$ cat src/rtl/occ_pkg.sv
// Shared types and helpers for the occupancy monitor.
// Channel FSM encoding and a small popcount used for the occupied count.
package occ_pkg;

    typedef enum logic [1:0] {
        CH_FREE,
        CH_BUSY,
        CH_OVERTIME
    } ch_state_e;

    function automatic logic [3:0] popcount(input logic [7:0] v);
        logic [3:0] n;
        n = '0;
        for (int i = 0; i < 8; i++) begin
            n = n + {3'b000, v[i]};
        end
        return n;
    endfunction

endpackage

$ cat src/rtl/sw_debounce.sv
// Single-channel switch debouncer: a new level is accepted only after
// DEB_CYCLES consecutive samples that differ from the current stable level.
module sw_debounce #(
    parameter int DEB_CYCLES = 4
) (
    input  logic clk_2,
    input  logic reset,
    input  logic i_raw,
    output logic o_stable
);

    localparam int DW = $clog2(DEB_CYCLES + 1);

    logic          r_stable;
    logic [DW-1:0] r_cnt;
    logic          w_diff;
    logic          w_last;

    assign w_diff = (i_raw != r_stable);
    assign w_last = (r_cnt == DW'(DEB_CYCLES - 1));

    always_ff @(posedge clk_2) begin
        if (reset) begin
            r_stable <= 1'b0;
            r_cnt    <= '0;
        end else if (!w_diff) begin
            r_cnt    <= '0;
        end else if (w_last) begin
            r_stable <= i_raw;
            r_cnt    <= '0;
        end else begin
            r_cnt    <= r_cnt + 1'b1;
        end
    end

    assign o_stable = r_stable;

endmodule

$ cat src/rtl/occupancy_monitor.sv
// Per-channel debounce, occupancy timers with overtime detection,
// group-free status, occupied count and a blinking overtime alarm.
module occupancy_monitor
    import occ_pkg::*;
#(
    parameter int              NCH          = 3,
    parameter int              DEB_CYCLES   = 4,
    parameter int              TIMEOUT      = 16,
    parameter int              BLINK_CYCLES = 8,
    parameter logic [NCH-1:0]  MASK_A       = 3'b111,
    parameter logic [NCH-1:0]  MASK_B       = 3'b110
) (
    input  logic                       clk_2,
    input  logic                       reset,
    input  logic [NCH-1:0]             occ_i,
    input  logic                       ack_i,
    output logic [NCH-1:0]             stable_o,
    output logic [NCH-1:0]             overtime_o,
    output logic                       free_a_o,
    output logic                       free_b_o,
    output logic [$clog2(NCH+1)-1:0]   count_o,
    output logic                       alarm_o
);

    localparam int CW = $clog2(NCH + 1);
    localparam int TW = $clog2(TIMEOUT);
    localparam int BW = $clog2(BLINK_CYCLES + 1);

    logic [NCH-1:0] w_stable;
    ch_state_e      r_state   [NCH];
    ch_state_e      w_state_nx[NCH];
    logic [TW-1:0]  r_timer   [NCH];
    logic [TW-1:0]  w_timer_nx[NCH];
    logic [TW-1:0]  w_timer_inc[NCH];
    logic [NCH-1:0] w_ot_nx;
    logic [NCH-1:0] r_ot;
    logic           r_free_a;
    logic           r_free_b;
    logic [CW-1:0]  r_count;
    logic [BW-1:0]  r_blink;
    logic           r_alarm;
    logic [7:0]     w_st8;
    logic [3:0]     w_pop;

    for (genvar g = 0; g < NCH; g++) begin : g_deb
        sw_debounce #(
            .DEB_CYCLES(DEB_CYCLES)
        ) u_deb (
            .clk_2   (clk_2),
            .reset   (reset),
            .i_raw   (occ_i[g]),
            .o_stable(w_stable[g])
        );
    end

    always_ff @(posedge clk_2) begin
        for (int i = 0; i < NCH; i++) begin
            if (reset) begin
                r_state[i] <= CH_FREE;
                r_timer[i] <= '0;
            end else begin
                r_state[i] <= w_state_nx[i];
                r_timer[i] <= w_timer_nx[i];
            end
        end
    end

    // Overtime is entered on the edge where the incremented timer reaches
    // TIMEOUT-1, so overtime_o rises TIMEOUT edges after stable_o.
    always_comb begin
        for (int i = 0; i < NCH; i++) begin
            w_state_nx[i]  = r_state[i];
            w_timer_nx[i]  = r_timer[i];
            w_timer_inc[i] = r_timer[i] + 1'b1;
            unique case (r_state[i])
                CH_FREE: begin
                    if (w_stable[i]) begin
                        w_state_nx[i] = CH_BUSY;
                        w_timer_nx[i] = '0;
                    end
                end
                CH_BUSY: begin
                    if (!w_stable[i]) begin
                        w_state_nx[i] = CH_FREE;
                    end else begin
                        w_timer_nx[i] = w_timer_inc[i];
                        if (w_timer_inc[i] == TW'(TIMEOUT - 1)) begin
                            w_state_nx[i] = CH_OVERTIME;
                        end
                    end
                end
                CH_OVERTIME: begin
                    if (!w_stable[i]) begin
                        w_state_nx[i] = CH_FREE;
                    end else if (ack_i) begin
                        w_state_nx[i] = CH_BUSY;
                        w_timer_nx[i] = '0;
                    end
                end
                default: begin
                    w_state_nx[i] = CH_FREE;
                    w_timer_nx[i] = '0;
                end
            endcase
            w_ot_nx[i] = (w_state_nx[i] == CH_OVERTIME);
        end
    end

    assign w_st8 = 8'(w_stable);
    assign w_pop = popcount(w_st8);

    always_ff @(posedge clk_2) begin
        if (reset) begin
            r_ot     <= '0;
            r_free_a <= (MASK_A != '0);
            r_free_b <= (MASK_B != '0);
            r_count  <= '0;
        end else begin
            r_ot     <= w_ot_nx;
            r_free_a <= ~&(w_stable | ~MASK_A);
            r_free_b <= ~&(w_stable | ~MASK_B);
            r_count  <= CW'(w_pop);
        end
    end

    // Clear on the same edge the last overtime ends; count only once
    // overtime_o is visible so the first toggle lands BLINK_CYCLES later.
    always_ff @(posedge clk_2) begin
        if (reset) begin
            r_blink <= '0;
            r_alarm <= 1'b0;
        end else if (!(|w_ot_nx)) begin
            r_blink <= '0;
            r_alarm <= 1'b0;
        end else if (|r_ot) begin
            if (r_blink == BW'(BLINK_CYCLES - 1)) begin
                r_blink <= '0;
                r_alarm <= ~r_alarm;
            end else begin
                r_blink <= r_blink + 1'b1;
            end
        end
    end

    assign stable_o   = w_stable;
    assign overtime_o = r_ot;
    assign free_a_o   = r_free_a;
    assign free_b_o   = r_free_b;
    assign count_o    = r_count;
    assign alarm_o    = r_alarm;

endmodule

$ cat config.mk
export PLATFORM = sky130hd
export DESIGN_NAME = occupancy_monitor
export DESIGN_NICKNAME = d
export VERILOG_FILES = /design/src/rtl/occ_pkg.sv /design/src/rtl/sw_debounce.sv /design/src/rtl/occupancy_monitor.sv
export SDC_FILE = /design/constraint.sdc
export NUM_CORES = 1
export LEC_CHECK = 0
export ABC_AREA = 1
export CORE_UTILIZATION = 57
export DETAILED_ROUTE_END_ITERATION = 7
export PLACE_DENSITY = 0.84
export SETUP_SLACK_MARGIN = 0.4
export SYNTH_ARGS = -nofsm -noshare
export SYNTH_HDL_FRONTEND = slang
export SYNTH_SLANG_ARGS = --single-unit
$ cat constraint.sdc
create_clock -name clk_2 -period 1.74 [get_ports clk_2]
set_input_delay 0.261 -clock clk_2 [delete_from_list [all_inputs] [get_ports clk_2]]
set_output_delay 0.261 -clock clk_2 [all_outputs]
set_load 0.01 [all_outputs]
Word level (Yosys, flattened, before mapping)
Memory sizes are Yosys's and may differ from the RTL's.
Cells that the tools add are included.
W data, S select, Z words.
- register bits: 24
- bits in writable memories: 18
- bits of input ports: 6
- output and inout bits: 11
- logic and storage cells: 113
- memories: 2
- add/sub/neg operators: 9
- equality and inequality tests: 19
- muxes and demuxes: 43
- bitwise logic cells: 11
- reductions and logical operators: 17
- memory list (memory ; words ; width ; rd ports ; clocked after memory_dff ; wr ports ; line ; RTL):
    r_timer ; 3 ; 4 ; 3 ; 0 ; 3 ; occupancy_monitor.sv:32 ; logic [TW-1:0] r_timer [NCH];
    r_state ; 3 ; 2 ; 3 ; 0 ; 3 ; occupancy_monitor.sv:30 ; ch_state_e r_state [NCH];
- operators with widths (kind ; number):
    $mux W4 ; 16
    $mux W2 ; 18
    $pmux W4 S3 ; 3
    $pmux W2 S3 ; 3
    $add A4 B1 Y4 const B ; 4
    $reduce_or A3 Y1 ; 5
    $eq A2 B2 Y1 const B ; 6
    $eq A4 B4 Y1 const B ; 3
    $reduce_and A2 Y1 ; 5
    $add A3 B1 Y3 const B ; 3
    $eq A3 B2 Y1 const B ; 3
    $eq A2 B1 Y1 const B ; 3
    $logic_not A2 Y1 ; 3
    $or A1 B1 Y1 ; 6
    $not A1 Y1 ; 5
    $eq A4 B3 Y1 const B ; 1
    $mux W1 ; 3
    $ne A1 B1 Y1 ; 3
    $reduce_and A3 Y1 ; 1
    $add A1 B1 Y2 ; 1
    $add A2 B1 Y2 ; 1
    $logic_not A1 Y1 ; 2
    $reduce_or A2 Y1 ; 1

Longest topological paths before layout
Gate-level depths: netlist (run 1).
An unclocked memory read counts as a cell.
- depth in word-level cells: 10
- gate-level depth with buffers: 11
- depth with buffers taken out: 11

By module
A second synthesis (run 1) with hierarchy kept.
- cell total of the unflattened synthesis: 266
- area total of the unflattened synthesis: 1991.9 sq um
- by module, submodules not included (module ; instances ; cells an instance ; area an instance (sq um) ; seq. area each (sq um)):
    occupancy_monitor ; 1 ; 203 ; 1477.7 ; 600.6
    sw_debounce ; 3 ; 21 ; 171.4 ; 80.1

Worst setup path after synthesis (run 1)
Ideal clock, no wire load.
- path kind: register -> register
- start point: mem r_timer[2][0] (netlist name)
- end point: reg r_blink[3]
- setup time: 0.109 ns
- arrival: 1.110 ns
- required time: 1.631 ns
- setup slack: 0.521 ns
- stages on the path, launching flop included: 12
- buffers on the path: 0
- cells stage by stage: dfxtp_1 > ha_1 > inv_1 > nand2_2 > nand2_2 > nor2_4 > nand3_2 > nand2_2 > nand2_2 > nand3_4 > nand2_1 > inv_1
- RTL lines (element ; line ; RTL):
    start, declared ; occupancy_monitor.sv:32 ;
    end signal, assigned ; occupancy_monitor.sv:140 ; r_blink <= r_blink + 1'b1;
    end, declared ; occupancy_monitor.sv:40 ; logic [BW-1:0] r_blink;

==> tab_implementation.tex, run 1 <==
\begin{tabular}{lr}
\hline
Metric & Value \\
\hline
\multicolumn{2}{l}{\textbf{Power and ir drop}} \\
\quad Pwr per Cell Area & approximately 610 nW/um\^{}2 \\
\quad Leak Pwr & 1.187 nW \\
\quad VDD IR-drop max & 0.0006120 V \\
\multicolumn{2}{l}{\textbf{Clock tree}} \\
\quad Buffers from clock root to sink, at most & 2 \\
\quad Clock transition at the registers of the reported paths & 0.11 ns \\
\quad Clock latency on the worst-skew pair & 0.34 ns \\
\quad TritonCTS Buffers & 5 \\
\quad Total number of clock tree sinks & 42 \\
\quad Hold\_buf cts & 0 \\
\quad CTS H-tree lvls & 2 \\
\quad Clock tree root buffer cell & sky130\_fd\_sc\_hd\_\_clkbuf\_4 \\
\quad CTS tree & yes \\
\multicolumn{2}{l}{\textbf{Worst setup path}} \\
\quad Cell count of the worst reg-to-reg path & 8 \\
\quad RR Startpoint & r\_timer[2][0] \\
\quad Reg-to-reg setup timing slack & 0.41 ns \\
\quad Delay of the slowest cell on the worst path & 0.39 ns \\
\quad Required time of the critical path & roughly 2 ns \\
\quad Category of cells accounting for the largest share of critical-path delay & buffers and inverters \\
\quad Kind of critical path & flip-flop to flip-flop \\
\quad Critical path buffer and inverter count & 4 \\
\quad Worst reg2reg path endpoint & r\_timer[2][2] \\
\quad Signal arrival time at the worst endpoint & about 1.6 ns \\
\quad Ordered list of cells on the worst path & ha\_4, nand2\_2, buf\_4, buf\_4, buf\_4, buf\_4, nand3\_1, a21oi\_1 \\
\quad Critical Path Start & r\_timer[2][0] \\
\quad Worst path slowest cell & sky130\_fd\_sc\_hd\_\_dfxtp\_4 \\
\quad Logic depth of the worst path, buffers included & 8 \\
\quad Critical Path Sink & r\_timer[2][2] \\
\quad Critical Path Source Type & flip-flop \\
\quad Critical Path Fanout Max & 4 \\
\quad Kind of capture point of the worst setup path & flip-flop \\
\quad Most common cell on crit path & sky130\_fd\_sc\_hd\_\_buf\_4 \\
\multicolumn{2}{l}{\textbf{Cells and area}} \\
\quad Antenna cells & 0 \\
\quad Final instance area & 2515 um\^{}2 \\
\quad Layout cells sized above 1 & 29.83\% \\
\quad Commonest non-fill, non-tap cells in the layout & 38 x sky130\_fd\_sc\_hd\_\_inv\_1, 35 x sky130\_fd\_sc\_hd\_\_nand2\_1, 32 x sky130\_fd\_sc\_hd\_\_dfxtp\_1 \\
\quad Layout filler cell count & 265 \\
\quad FF/Latch Area & 870.8 um\^{}2 \\
\quad Area growth from synthesis to layout & 25.55\% \\
\quad Area used by multi-input combinational logic & 1007 um\^{}2 \\
\quad Most common cell after layout, fill and taps aside & sky130\_fd\_sc\_hd\_\_inv\_1 \\
\quad Core occupancy in the finished layout & between 70\% and 80\% \\
\quad Post-layout nets & 314 \\
\multicolumn{2}{l}{\textbf{Floorplan}} \\
\quad Chip width & around 61 um \\
\quad I/O Pins & 17 \\
\quad Die area & 3755 um\^{}2 \\
\quad Area of the core & about 3400 um\^{}2 \\
\quad Die Height & 61.28 um \\
\quad Starting density of the core & roughly 60\% \\
\quad Number of placement rows & 21 \\
\multicolumn{2}{l}{\textbf{Yosys}} \\
\quad Area of the mapped netlist & $\sim$2000 um\^{}2 \\
\quad Top\_reg\_cell synth & sky130\_fd\_sc\_hd\_\_dfxtp\_1 \\
\quad Post-synth top area cell & sky130\_fd\_sc\_hd\_\_dfxtp\_1 \\
\quad Portion of synthesized cell area occupied by the leading cell type & 41.97\% \\
\quad Ranking of synthesized cells by area & sky130\_fd\_sc\_hd\_\_dfxtp\_1 42\%, sky130\_fd\_sc\_hd\_\_inv\_1 8.4\%, sky130\_fd\_sc\_hd\_\_ha\_1 8.1\%, sky130\_fd\_sc\_hd\_\_nand2\_1 7.7\%, sky130\_fd\_sc\_hd\_\_a21oi\_1 5.7\% \\
\quad Cell variety after synth & 28 \\
\quad Post-synthesis cell count & 256 \\
\quad Synthesized area per cell & between 7 and 8 um\^{}2 \\
\quad Number of synthesized flops with an enable pin & 0 \\
\quad Fraction of the yosys area taken by sequential cells & about two fifths \\
\quad Warnings from Yosys & 0 \\
\quad Number of synthesized register bits & 42 \\
\quad Share of flip-flops with an asynchronous set or reset & 0\% \\
\quad Total nets after synthesis & 276 \\
\multicolumn{2}{l}{\textbf{Place}} \\
\quad Post-detail-place hpwl & 2.669 mm \\
\quad Quantity of I/O buffers inserted on ports & 16 \\
\quad RD Place Congestion & 0.8263 \\
\quad Placement Cell Area & 2218 um\^{}2 \\
\multicolumn{2}{l}{\textbf{Run status}} \\
\quad Run status & completed \\
\multicolumn{2}{l}{\textbf{STA}} \\
\quad Final slew viol count & 0 \\
\quad Worst hold slack across all endpoints & 0.4340 ns \\
\quad Shortest clock period the worst path allows after layout & 1.327 ns \\
\quad Final TNS setup & 0 ns \\
\quad Normalized max-slew margin & roughly 76\% \\
\quad Period Utilization, post-route & 76.25\% \\
\quad Hold violation count in the final report & 0 \\
\quad Unrepaired setup endpoints after global routing & yes \\
\quad Setup violation total in the final timing report & 0 \\
\quad Tightest Pin Transition & approximately 0.36 ns \\
\quad Maximum clock frequency & about 0.75 GHz \\
\quad Max Clock Skew & 0.007143 ns \\
\multicolumn{2}{l}{\textbf{Worst hold path}} \\
\quad Hold Path Origin & g\_deb[0].u\_deb.r\_cnt[0] \\
\quad Worst hold-check path type & flip-flop to flip-flop \\
\multicolumn{2}{l}{\textbf{Route}} \\
\quad Residual antenna-violating net count after detailed routing & 0 \\
\quad DR iter-0 viols & 50 \\
\quad 1st-pass router iterations & 4 \\
\quad Routed WL per cell & 12.03 um \\
\quad Post-route DRC & 0 \\
\quad Via total after detailed routing & 1680 \\
\quad Via count normalized by instance count & 4.927 \\
\quad Total wire length after detailed routing & 4.102 mm \\
\multicolumn{2}{l}{\textbf{Global route}} \\
\quad First-pass GRT wire length & 6.527 mm \\
\quad Pin count of the biggest net entering global routing & 21 \\
\quad GR Util All Layers & 24.18\% \\
\quad Antenna violations before repair & 0 \\
\quad Sum of overflow across all layers after global routing & 0 \\
\quad Number of global-route vias before repair & 1516 \\
\quad Most crowded layer after global routing & met2 \\
\quad Global routing met2 resource utilization & 44.10\% \\
\quad Met1 Use GR & 27.76\% \\
\quad Met3 usage in global routing & 6.092\% \\
\multicolumn{2}{l}{\textbf{Job}} \\
\quad Number of max-cap violations & 0 \\
\hline
\end{tabular}
-- Yosys cell counts (2+ instances only) --
master and count:
sky130_fd_sc_hd__inv_1 45, sky130_fd_sc_hd__dfxtp_1 42, sky130_fd_sc_hd__nand2_1 41, sky130_fd_sc_hd__nor2_1 24
sky130_fd_sc_hd__a21oi_1 23, sky130_fd_sc_hd__ha_1 13, sky130_fd_sc_hd__nand3_1 11, sky130_fd_sc_hd__nand2_2 10
sky130_fd_sc_hd__inv_2 8, sky130_fd_sc_hd__o21ai_0 6, sky130_fd_sc_hd__nand4_1 4, sky130_fd_sc_hd__buf_2 3
sky130_fd_sc_hd__buf_4 3, sky130_fd_sc_hd__nor3_2 3, sky130_fd_sc_hd__o211ai_1 3, sky130_fd_sc_hd__xnor2_1 3
sky130_fd_sc_hd__nand3_2 2, sky130_fd_sc_hd__nor2_4 2
-- cell families after synthesis --
kind of cell	Yosys count	synth area share, %
AOI/OAI and AO/OA	32	8.370
buffers and inverters	59	11.80
adders and majority gates	14	9.120
xor gates and xnor gates	4	1.749
and+or+nand+nor	104	26.42
DFF	42	41.97
muxes	1	0.5621
-- worst min-delay path by stage --
| stage | endpoint | slack (ns) | cells past startpoint |
|---|---|---|---|
| after global placement | g_deb[2].u_deb.r_cnt[0] | 0.41 | 1 |
| final | g_deb[0].u_deb.r_cnt[0] | 0.43 | 1 |
| after CTS | g_deb[0].u_deb.r_cnt[0] | 0.44 | 1 |
| after global routing | g_deb[0].u_deb.r_cnt[0] | 0.47 | 1 |
| after floorplan | g_deb[0].u_deb.r_cnt[0] | 0.40 | 1 |
| after detailed placement | g_deb[0].u_deb.r_cnt[0] | 0.42 | 1 |
-- per-layer routing --
metal  up-vias  routed length (um)  share of wire [%]
li1        868                   -                  -
met4         0                  24               0.59
met3         2                 141                3.4
met2        27                2256                 55
met1       783                1680                 41
met5         -                   0                  0
-- layout make-up --
type	count	share of cell area (%)
Clock inverter	1	0.1990
Tap cell	46	2.289
Clock buffer	7	2.189
Multi-Input combinational cell	155	40.05
Inverter	53	7.910
Timing Repair Buffer	37	12.74
Sequential cell	42	34.63
-- sequential cells by signal (all words and copies together) (netlist names) --
register	count
alarm_o	1
r_blink	4
overtime_o	3
count_o	2
g_deb.u_deb.r_cnt	9
r_state	6
g_deb.u_deb.o_stable	3
r_timer	12
free_b_o	1
free_a_o	1
-- per-stage QoR --
stage | total power, mW | instances | setup slack, ns
after floorplan | 1.034 | 256 | 0.5211
after global placement | 1.063 | 315 | 0.2595
after detailed placement | 1.066 | 315 | 0.2182
after CTS | 1.541 | 338 | 0.4056
after global routing | 1.585 | 341 | 0.3449
final | 1.528 | 341 | 0.4132
-- where the power goes --
part / leakage, nW / total, mW / internal (mW) / switching [mW]
clock: 0.0353 / 0.494 / 0.196 / 0.298
sequential: 0.347 / 0.966 / 0.961 / 0.00534
combinational: 0.805 / 0.0678 / 0.0292 / 0.0386
total: 1.19 / 1.53 / 1.19 / 0.342
-- worst reg2reg max path: stages (launching register included) --
cell	delay, ns
sky130_fd_sc_hd__dfxtp_4	0.39
sky130_fd_sc_hd__ha_4	0.14
sky130_fd_sc_hd__nand2_2	0.06
sky130_fd_sc_hd__buf_4	0.14
sky130_fd_sc_hd__buf_4	0.11
sky130_fd_sc_hd__buf_4	0.12
sky130_fd_sc_hd__buf_4	0.12
sky130_fd_sc_hd__nand3_1	0.08
sky130_fd_sc_hd__a21oi_1	0.06
-- what timing repair did --
item,in CTS,in global routing
pin swaps,7,18
setup endpoints to repair,16,9
resized for setup,27,28
buffers inserted,15,3
(Power assumes the default switching activity.)
==> run 2: changes to the inputs <==
- clock period: 1.74 -> 1.25 ns (I/O delays scaled with it)
==> run 2 against run 1 <==
Effect of this change: the flow now finishes with violations (setup timing); via count is 15% higher; sequential share of layout area is 4.7 points lower; total power is 47% higher; clock-buffer cell count stayed put; core utilization is 15 points higher; maximum frequency is 4.8% lower; clock power is 48% higher; register-to-register slack worse by 0.56 ns; combinational power is 140% higher; sequential cell count stayed put; die area stayed put; worst hold slack worse by 0.057 ns.
==> tab_implementation.tex, run 2 (synthesis gave the netlist of run 1 again) <==
\begin{tabular}{lr}
\hline
Metric & Value \\
\hline
\multicolumn{2}{l}{\textbf{Global route}} \\
\quad Antenna violations before repair & 0 (unchanged) \\
\quad Pin count of the biggest net entering global routing & 13 (-38\%) \\
\quad Number of global-route vias before repair & 1719 (+13\%) \\
\quad GR Util All Layers & 27.55\% (+3.4 points) \\
\quad Sum of overflow across all layers after global routing & 0 (unchanged) \\
\quad First-pass GRT wire length & 7.293 mm (+12\%) \\
\multicolumn{2}{l}{\textbf{STA}} \\
\quad Hold violation count in the final report & 0 (unchanged) \\
\quad Period Utilization, post-route & 111.4\% (+35 points) \\
\quad Setup violation total in the final timing report & 7 (+7) \\
\quad Worst hold slack across all endpoints & 0.3771 ns (-0.05695 ns) \\
\quad Final slew viol count & 0 (unchanged) \\
\quad Tightest Pin Transition & 0.2993 ns (-0.06139 ns) \\
\quad Worst path setup slack after routing & -0.1431 ns (-0.5563 ns) \\
\quad Max Clock Skew & 0.01442 ns (+0.007281 ns) \\
\quad Unrepaired setup endpoints after global routing & yes \\
\quad Shortest clock period the worst path allows after layout & 1.393 ns (+0.06633 ns) \\
\quad Normalized max-slew margin & 79.96\% (+4.1 points) \\
\quad Maximum clock frequency & 0.7178 GHz (-4.8\%) \\
\multicolumn{2}{l}{\textbf{Floorplan}} \\
\quad Die area & 3755 um\^{}2 (unchanged) \\
\quad I/O Pins & 17 (unchanged) \\
\quad Number of placement rows & 21 (unchanged) \\
\quad Chip width & 61.28 um (unchanged) \\
\quad Die Height & 61.28 um (unchanged) \\
\quad Starting density of the core & 59.56\% (unchanged) \\
\quad Area of the core & 3363 um\^{}2 (unchanged) \\
\multicolumn{2}{l}{\textbf{Worst setup path}} \\
\quad Delay of the slowest cell on the worst path & 0.42 ns (+0.03 ns) \\
\quad Kind of critical path & flip-flop to flip-flop \\
\quad Kind of capture point of the worst setup path & flip-flop \\
\quad Critical Path Source Type & flip-flop \\
\quad Ordered list of cells on the worst path & ha\_4, xor2\_2, nand3\_2, nand2\_2, nand2\_4, nand3\_4, nand2\_2, inv\_2 \\
\quad Required time of the critical path & 1.58 ns (-0.40 ns) \\
\quad Category of cells accounting for the largest share of critical-path delay & simple AND/OR/NAND/NOR gates \\
\quad Signal arrival time at the worst endpoint & 1.72 ns (+0.15 ns) \\
\quad Reg-to-reg setup timing slack & -0.14 ns (-0.56 ns) \\
\quad Critical path buffer and inverter count & 1 (-3) \\
\quad Critical Path Fanout Max & 5 (+1) \\
\quad Most common cell on crit path & sky130\_fd\_sc\_hd\_\_nand2\_2 \\
\quad Worst path slowest cell & sky130\_fd\_sc\_hd\_\_dfxtp\_4 \\
\multicolumn{2}{l}{\textbf{Cells and area}} \\
\quad Most common cell after layout, fill and taps aside & sky130\_fd\_sc\_hd\_\_buf\_6 \\
\quad Post-layout nets & 323 (+2.9\%) \\
\quad Final instance area & 3010 um\^{}2 (+20\%) \\
\quad Layout cells sized above 1 & 61.51\% (+32 points) \\
\quad Core occupancy in the finished layout & 89.51\% (+15 points) \\
\quad Register ranked first by flip-flop count & r\_timer \\
\quad Registers with the most flip-flops & r\_timer (12), g\_deb.u\_deb.r\_cnt (9), r\_state (6) \\
\quad Area growth from synthesis to layout & 50.28\% \\
\quad Largest register FFs & 12 (unchanged) \\
\quad Commonest non-fill, non-tap cells in the layout & 28 x sky130\_fd\_sc\_hd\_\_buf\_6, 25 x sky130\_fd\_sc\_hd\_\_nand2\_1, 24 x sky130\_fd\_sc\_hd\_\_inv\_2 \\
\quad Antenna cells & 0 (unchanged) \\
\multicolumn{2}{l}{\textbf{Clock tree}} \\
\quad Clock transition at the registers of the reported paths & 0.13 ns (+0.02 ns) \\
\quad Clock latency on the worst-skew pair & 0.38 ns (+0.04 ns) \\
\quad Clock tree root buffer cell & sky130\_fd\_sc\_hd\_\_clkbuf\_4 \\
\quad TritonCTS Buffers & 5 (unchanged) \\
\quad CTS tree & yes \\
\quad Buffers from clock root to sink, at most & 2 (unchanged) \\
\quad CTS H-tree lvls & 2 (unchanged) \\
\quad Hold\_buf cts & 0 (unchanged) \\
\quad Total number of clock tree sinks & 42 (unchanged) \\
\multicolumn{2}{l}{\textbf{Route}} \\
\quad Detailed-routing wirelength on met1 & 2.189 mm (+30\%) \\
\quad Total wire length after detailed routing & 6.109 mm (+49\%) \\
\quad Met3 wire length & 334 um (+140\%) \\
\quad 1st-pass router iterations & 4 (unchanged) \\
\quad Via count normalized by instance count & 5.503 (+12\%) \\
\quad Routed length on met2 & 3.330 mm (+48\%) \\
\quad Routed WL per cell & 17.45 um (+45\%) \\
\quad Residual antenna-violating net count after detailed routing & 0 (unchanged) \\
\quad Via total after detailed routing & 1926 (+15\%) \\
\quad Post-route DRC & 0 (unchanged) \\
\quad Top metal layer carrying routed signals & met4 \\
\quad DR iter-0 viols & 135 (+170\%) \\
\multicolumn{2}{l}{\textbf{Place}} \\
\quad RD Place Congestion & 0.7888 (-4.5\%) \\
\quad Post-detail-place hpwl & 2.780 mm (+4.2\%) \\
\quad Quantity of I/O buffers inserted on ports & 16 (unchanged) \\
\quad Placement Cell Area & 2425 um\^{}2 (+9.3\%) \\
\quad Worst slack at placement & -0.1590 ns (-0.3772 ns) \\
\multicolumn{2}{l}{\textbf{Job}} \\
\quad Number of max-cap violations & 0 (unchanged) \\
\multicolumn{2}{l}{\textbf{Run status}} \\
\quad Run status & finished with violations \\
\quad Violations in the final reports & setup timing \\
\multicolumn{2}{l}{\textbf{Power and ir drop}} \\
\quad VDD IR-drop max & 0.0009173 V (+50\%) \\
\quad Leak Pwr & 1.286 nW (+8.4\%) \\
\quad Pwr per Cell Area & 744.7 nW/um\^{}2 (+23\%) \\
\multicolumn{2}{l}{\textbf{Worst hold path}} \\
\quad Worst hold-check path type & primary input to flip-flop \\
\hline
\end{tabular}
run 2: changes by cell type in the layout (fill, tap and decap cells not counted), sizes merged:
cell,delta
buf,+20
dlygate4sd2,-10
clkdlybuf4s50,-2
inv,-1
dlymetal6s2s,+1
clkinvlp,+1
run 2: layer usage:
metal  vias up  global-route usage (%)
met5         -                       0
met4         0                   11.36
met3        26                   7.773
met2        74                   51.55
met1       931                   28.68
li1        895                       -
run 2: cell type report:
| class | instances | area [um^2] |
|---|---|---|
| clock buffers | 7 | 55.05 |
| clock inverters | 1 | 5.005 |
| fillers | 138 | 352.8 |
| inverters | 53 | 220.2 |
| multi-input cells | 155 | 1310 |
| flip-flops and latches | 42 | 900.9 |
| well taps | 46 | 57.56 |
| repair buffers | 46 | 461.7 |
run 2: final timing paths:
path / from / end / cells after the start
setup / recovery: r_timer[0][1] / r_blink[1] / 8
hold / removal: reset / r_timer[2][2] / 4
setup reg to reg: r_timer[0][1] / r_blink[1] / 8
hold reg to reg: g_deb[1].u_deb.r_cnt[0] / g_deb[1].u_deb.r_cnt[0] / 1
run 2: worst register-to-register path, stage by stage, from the launching register on:
cell and delay [ns]:
sky130_fd_sc_hd__dfxtp_4 0.42, sky130_fd_sc_hd__ha_4 0.15, sky130_fd_sc_hd__xor2_2 0.16, sky130_fd_sc_hd__nand3_2 0.12, sky130_fd_sc_hd__nand2_2 0.14, sky130_fd_sc_hd__nand2_4 0.08, sky130_fd_sc_hd__nand3_4 0.14, sky130_fd_sc_hd__nand2_2 0.08
sky130_fd_sc_hd__inv_2 0.05
run 2: repair_timing:
item	CTS	global route
gates resized for setup	102	67
setup buffers	17	6
setup endpoints to repair	53	52
pin swaps	23	28
run 2: through the flow:
| stage | cells | setup TNS, ns | power (mW) |
|---|---|---|---|
| after floorplan | 256 | 0 | 1.444 |
| after global placement | 319 | -1.802 | 1.487 |
| after detailed placement | 319 | -2.812 | 1.493 |
| after CTS | 344 | -0.02364 | 2.193 |
| after global routing | 350 | -1.197 | 2.307 |
| final | 350 | -0.7270 | 2.242 |
run 2: power breakdown:
group / total [mW] / switching, mW / internal [mW]
combinational: 0.164 / 0.0865 / 0.0772
sequential: 1.35 / 0.0137 / 1.33
clock: 0.731 / 0.458 / 0.273
total: 2.24 / 0.558 / 1.68
==> run 3: changes to the inputs <==
- CAP_MARGIN: unset -> 40
- CORE_UTILIZATION: 57 -> 50
- PLACE_DENSITY: 0.84 -> 0.75
==> run 3 against run 2 <==
Effect of this change: sequential share of layout area rose by 1.0 points; the flow still finishes with violations (setup timing); critical path type unchanged; critical path depth rose by 2; global-route usage fell by 5.9 points; register-to-register slack improved by 0.11 ns; critical endpoint is now r_state[1][0]; maximum frequency rose by 8.3%; final area fell by 3.1%; clock-buffer cell count did not move; die area rose by 14%.
==> tab_implementation.tex, run 3 (synthesis gave the netlist of run 1 again) <==
\begin{tabular}{lr}
\hline
Metric & Value \\
\hline
\multicolumn{2}{l}{\textbf{Place}} \\
\quad Placed Instances & 322 (+0.94\%) \\
\quad RD Place Congestion & 0.7477 (-5.2\%) \\
\quad Placement Cell Area & 2447 um\^{}2 (+0.93\%) \\
\quad Quantity of I/O buffers inserted on ports & 16 (unchanged) \\
\quad Post-detail-place hpwl & 2.629 mm (-5.4\%) \\
\multicolumn{2}{l}{\textbf{Route}} \\
\quad Via count normalized by instance count & 5.003 (-9.1\%) \\
\quad DR iter-0 viols & 64 (-53\%) \\
\quad Via total after detailed routing & 1761 (-8.6\%) \\
\quad Top metal layer carrying routed signals & met4 \\
\quad Routed WL per cell & 12.93 um (-26\%) \\
\quad Detailed-routing wirelength on met1 & 1.926 mm (-12\%) \\
\quad Total wire length after detailed routing & 4.550 mm (-26\%) \\
\quad 1st-pass router iterations & 4 (unchanged) \\
\quad Met3 wire length & 163 um (-51\%) \\
\quad Routed length on met2 & 2.360 mm (-29\%) \\
\quad Residual antenna-violating net count after detailed routing & 0 (unchanged) \\
\quad Post-route DRC & 0 (unchanged) \\
\multicolumn{2}{l}{\textbf{Clock tree}} \\
\quad CTS H-tree lvls & 2 (unchanged) \\
\quad TritonCTS Buffers & 5 (unchanged) \\
\quad Clock latency on the worst-skew pair & 0.30 ns (-0.08 ns) \\
\quad CTS tree & yes \\
\quad Clock tree root buffer cell & sky130\_fd\_sc\_hd\_\_clkbuf\_8 \\
\quad Total number of clock tree sinks & 42 (unchanged) \\
\quad Buffers from clock root to sink, at most & 2 (unchanged) \\
\quad Clock transition at the registers of the reported paths & 0.08 ns (-0.05 ns) \\
\multicolumn{2}{l}{\textbf{Job}} \\
\quad Number of max-cap violations & 0 (unchanged) \\
\multicolumn{2}{l}{\textbf{Floorplan}} \\
\quad Starting density of the core & 53.51\% (-6.1 points) \\
\quad Die Height & 65.30 um (+6.6\%) \\
\quad Number of placement rows & 22 (+4.8\%) \\
\quad Area of the core & 3744 um\^{}2 (+11\%) \\
\quad Die area & 4263 um\^{}2 (+14\%) \\
\quad Chip width & 65.30 um (+6.6\%) \\
\quad I/O Pins & 17 (unchanged) \\
\multicolumn{2}{l}{\textbf{Power and ir drop}} \\
\quad VDD IR-drop max & 0.0006379 V (-30\%) \\
\quad Combinational share of power & 5.6\% (-1.7 points) \\
\quad Internal portion of total power & 1.842 mW (+9.4\%) \\
\quad Switching power & 0.5305 mW (-4.9\%) \\
\quad Leak Pwr & 1.270 nW (-1.3\%) \\
\quad Pwr per Cell Area & 813.4 nW/um\^{}2 (+9.2\%) \\
\quad Fraction of power consumed by sequential logic & 56.8\% (-3.3 points) \\
\quad Part of the total power dissipated in the clock network & 37.7\% (+5.1 points) \\
\quad Switching share of power & 22.36\% (-2.5 points) \\
\quad Power consumption & 2.372 mW (+5.8\%) \\
\multicolumn{2}{l}{\textbf{Worst setup path}} \\
\quad Worst path slowest cell & sky130\_fd\_sc\_hd\_\_dfxtp\_4 \\
\quad Signal arrival time at the worst endpoint & 1.52 ns (-0.20 ns) \\
\quad Kind of critical path & flip-flop to flip-flop \\
\quad Ordered list of cells on the worst path & ha\_4, inv\_2, nand2\_2, nand2\_2, nor2\_4, buf\_4, buf\_6, nand2\_2, nand2\_1, a21oi\_2 \\
\quad Most common cell on crit path & sky130\_fd\_sc\_hd\_\_nand2\_2 \\
\quad Critical Path Fanout Max & 4 (-1) \\
\quad Required time of the critical path & 1.49 ns (-0.09 ns) \\
\quad Kind of capture point of the worst setup path & flip-flop \\
\quad Delay of the slowest cell on the worst path & 0.36 ns (-0.06 ns) \\
\quad Critical Path Source Type & flip-flop \\
\multicolumn{2}{l}{\textbf{Run status}} \\
\quad Violations in the final reports & setup timing \\
\quad Run status & finished with violations \\
\multicolumn{2}{l}{\textbf{STA}} \\
\quad Setup violation total in the final timing report & 6 (-1) \\
\quad Shortest clock period the worst path allows after layout & 1.287 ns (-0.1065 ns) \\
\quad Unrepaired setup endpoints after global routing & yes \\
\quad Max Clock Skew & 0.007531 ns (-0.006893 ns) \\
\quad Hold violation count in the final report & 0 (unchanged) \\
\quad Normalized max-slew margin & 78.80\% (-1.2 points) \\
\quad Period Utilization, post-route & 102.9\% (-8.5 points) \\
\quad Maximum clock frequency & 0.7773 GHz (+8.3\%) \\
\quad Tightest Pin Transition & 0.3165 ns (+0.01720 ns) \\
\quad Worst path setup slack after routing & -0.03656 ns (+0.1065 ns) \\
\quad Final slew viol count & 0 (unchanged) \\
\multicolumn{2}{l}{\textbf{Cells and area}} \\
\quad Final cell count without fillers & 352 (+0.57\%) \\
\quad Register ranked first by flip-flop count & r\_timer \\
\quad Area growth from synthesis to layout & 45.60\% \\
\quad Layout cells sized above 1 & 55.59\% (-5.9 points) \\
\quad Post-layout nets & 323 (unchanged) \\
\quad Commonest non-fill, non-tap cells in the layout & 33 x sky130\_fd\_sc\_hd\_\_nand2\_1, 29 x sky130\_fd\_sc\_hd\_\_inv\_2, 23 x sky130\_fd\_sc\_hd\_\_buf\_6 \\
\quad Registers with the most flip-flops & r\_timer (12), g\_deb.u\_deb.r\_cnt (9), r\_state (6) \\
\quad Antenna cells & 0 (unchanged) \\
\quad Most common cell after layout, fill and taps aside & sky130\_fd\_sc\_hd\_\_nand2\_1 \\
\quad Final instance area & 2917 um\^{}2 (-3.1\%) \\
\quad Largest register FFs & 12 (unchanged) \\
\multicolumn{2}{l}{\textbf{Global route}} \\
\quad GR Util All Layers & 21.68\% (-5.9 points) \\
\quad First-pass GRT wire length & 6.989 mm (-4.2\%) \\
\quad Number of global-route vias before repair & 1617 (-5.9\%) \\
\quad Pin count of the biggest net entering global routing & 13 (unchanged) \\
\quad Antenna violations before repair & 0 (unchanged) \\
\quad Sum of overflow across all layers after global routing & 0 (unchanged) \\
\multicolumn{2}{l}{\textbf{Worst hold path}} \\
\quad Worst hold-check path type & flip-flop to flip-flop \\
\hline
\end{tabular}
-- run 3: critical path: cells and delay by family (launching register included) --
| kind | cells | cell delay, ns |
|---|---|---|
| compound gates | 1 | 0.12 |
| fa+ha+maj | 1 | 0.17 |
| buf+inv | 3 | 0.27 |
| flops | 1 | 0.36 |
| simple gates | 5 | 0.30 |
-- run 3: repair_timing --
item | 4_1_cts | 5_1_grt
pin swaps | 36 | 21
buffers inserted | 15 | 7
resized for setup | 112 | 23
hold buffers | 0 | 0
setup endpoints to repair | 53 | 51
-- run 3: layer usage --
metal,track usage [%],up-vias
li1,-,890
met2,37.11,34
met5,0,-
met1,25.41,827
met4,10.60,0
met3,4.688,10
-- run 3: path summary, 6_finish.rpt --
path	start	end	slack, ns	depth (start not counted)
min	g_deb[1].u_deb.r_cnt[0]	g_deb[1].u_deb.r_cnt[0]	0.42	1
min reg2reg	g_deb[1].u_deb.r_cnt[0]	g_deb[1].u_deb.r_cnt[0]	0.42	1
max reg2reg	r_timer[1][0]	r_state[1][0]	-0.04	10
max	r_timer[1][0]	r_state[1][0]	-0.04	10
-- run 3: layout make-up --
cell class | count | area (um^2)
clock buffer | 7 | 86.33
clock inverter | 1 | 5.005
fill | 231 | 827.0
inverter | 53 | 207.7
multi-input combinational | 155 | 1206
sequential | 42 | 902.1
tap | 48 | 60.06
timing repair buffer | 46 | 449.2
-- run 3: stage by stage --
stage / utilization, % / hold slack [ns] / TNS (ns) / worst slack, ns
3_5_place_dp: 65.37 / 0.4126 / -3.492 / -0.1583
2_1_floorplan: - / 0.3589 / 0 / 0.09464
5_1_grt: 77.91 / 0.4358 / -0.8441 / -0.1371
6_report: 77.91 / 0.4199 / -0.08410 / -0.03656
4_1_cts: 74.60 / 0.4301 / -0.03672 / -0.01052
3_3_place_gp: 65.37 / 0.4098 / -3.280 / -0.1626
-- run 3: power groups by stage --
stage / clock [mW] / sequential, mW / combinational (mW)
6_report: 0.894 / 1.35 / 0.132
5_1_grt: 0.988 / 1.35 / 0.144
4_1_cts: 0.923 / 1.35 / 0.118
3_5_place_dp: 0 / 1.39 / 0.106
3_3_place_gp: 0 / 1.39 / 0.103
2_1_floorplan: 0 / 1.39 / 0.0575
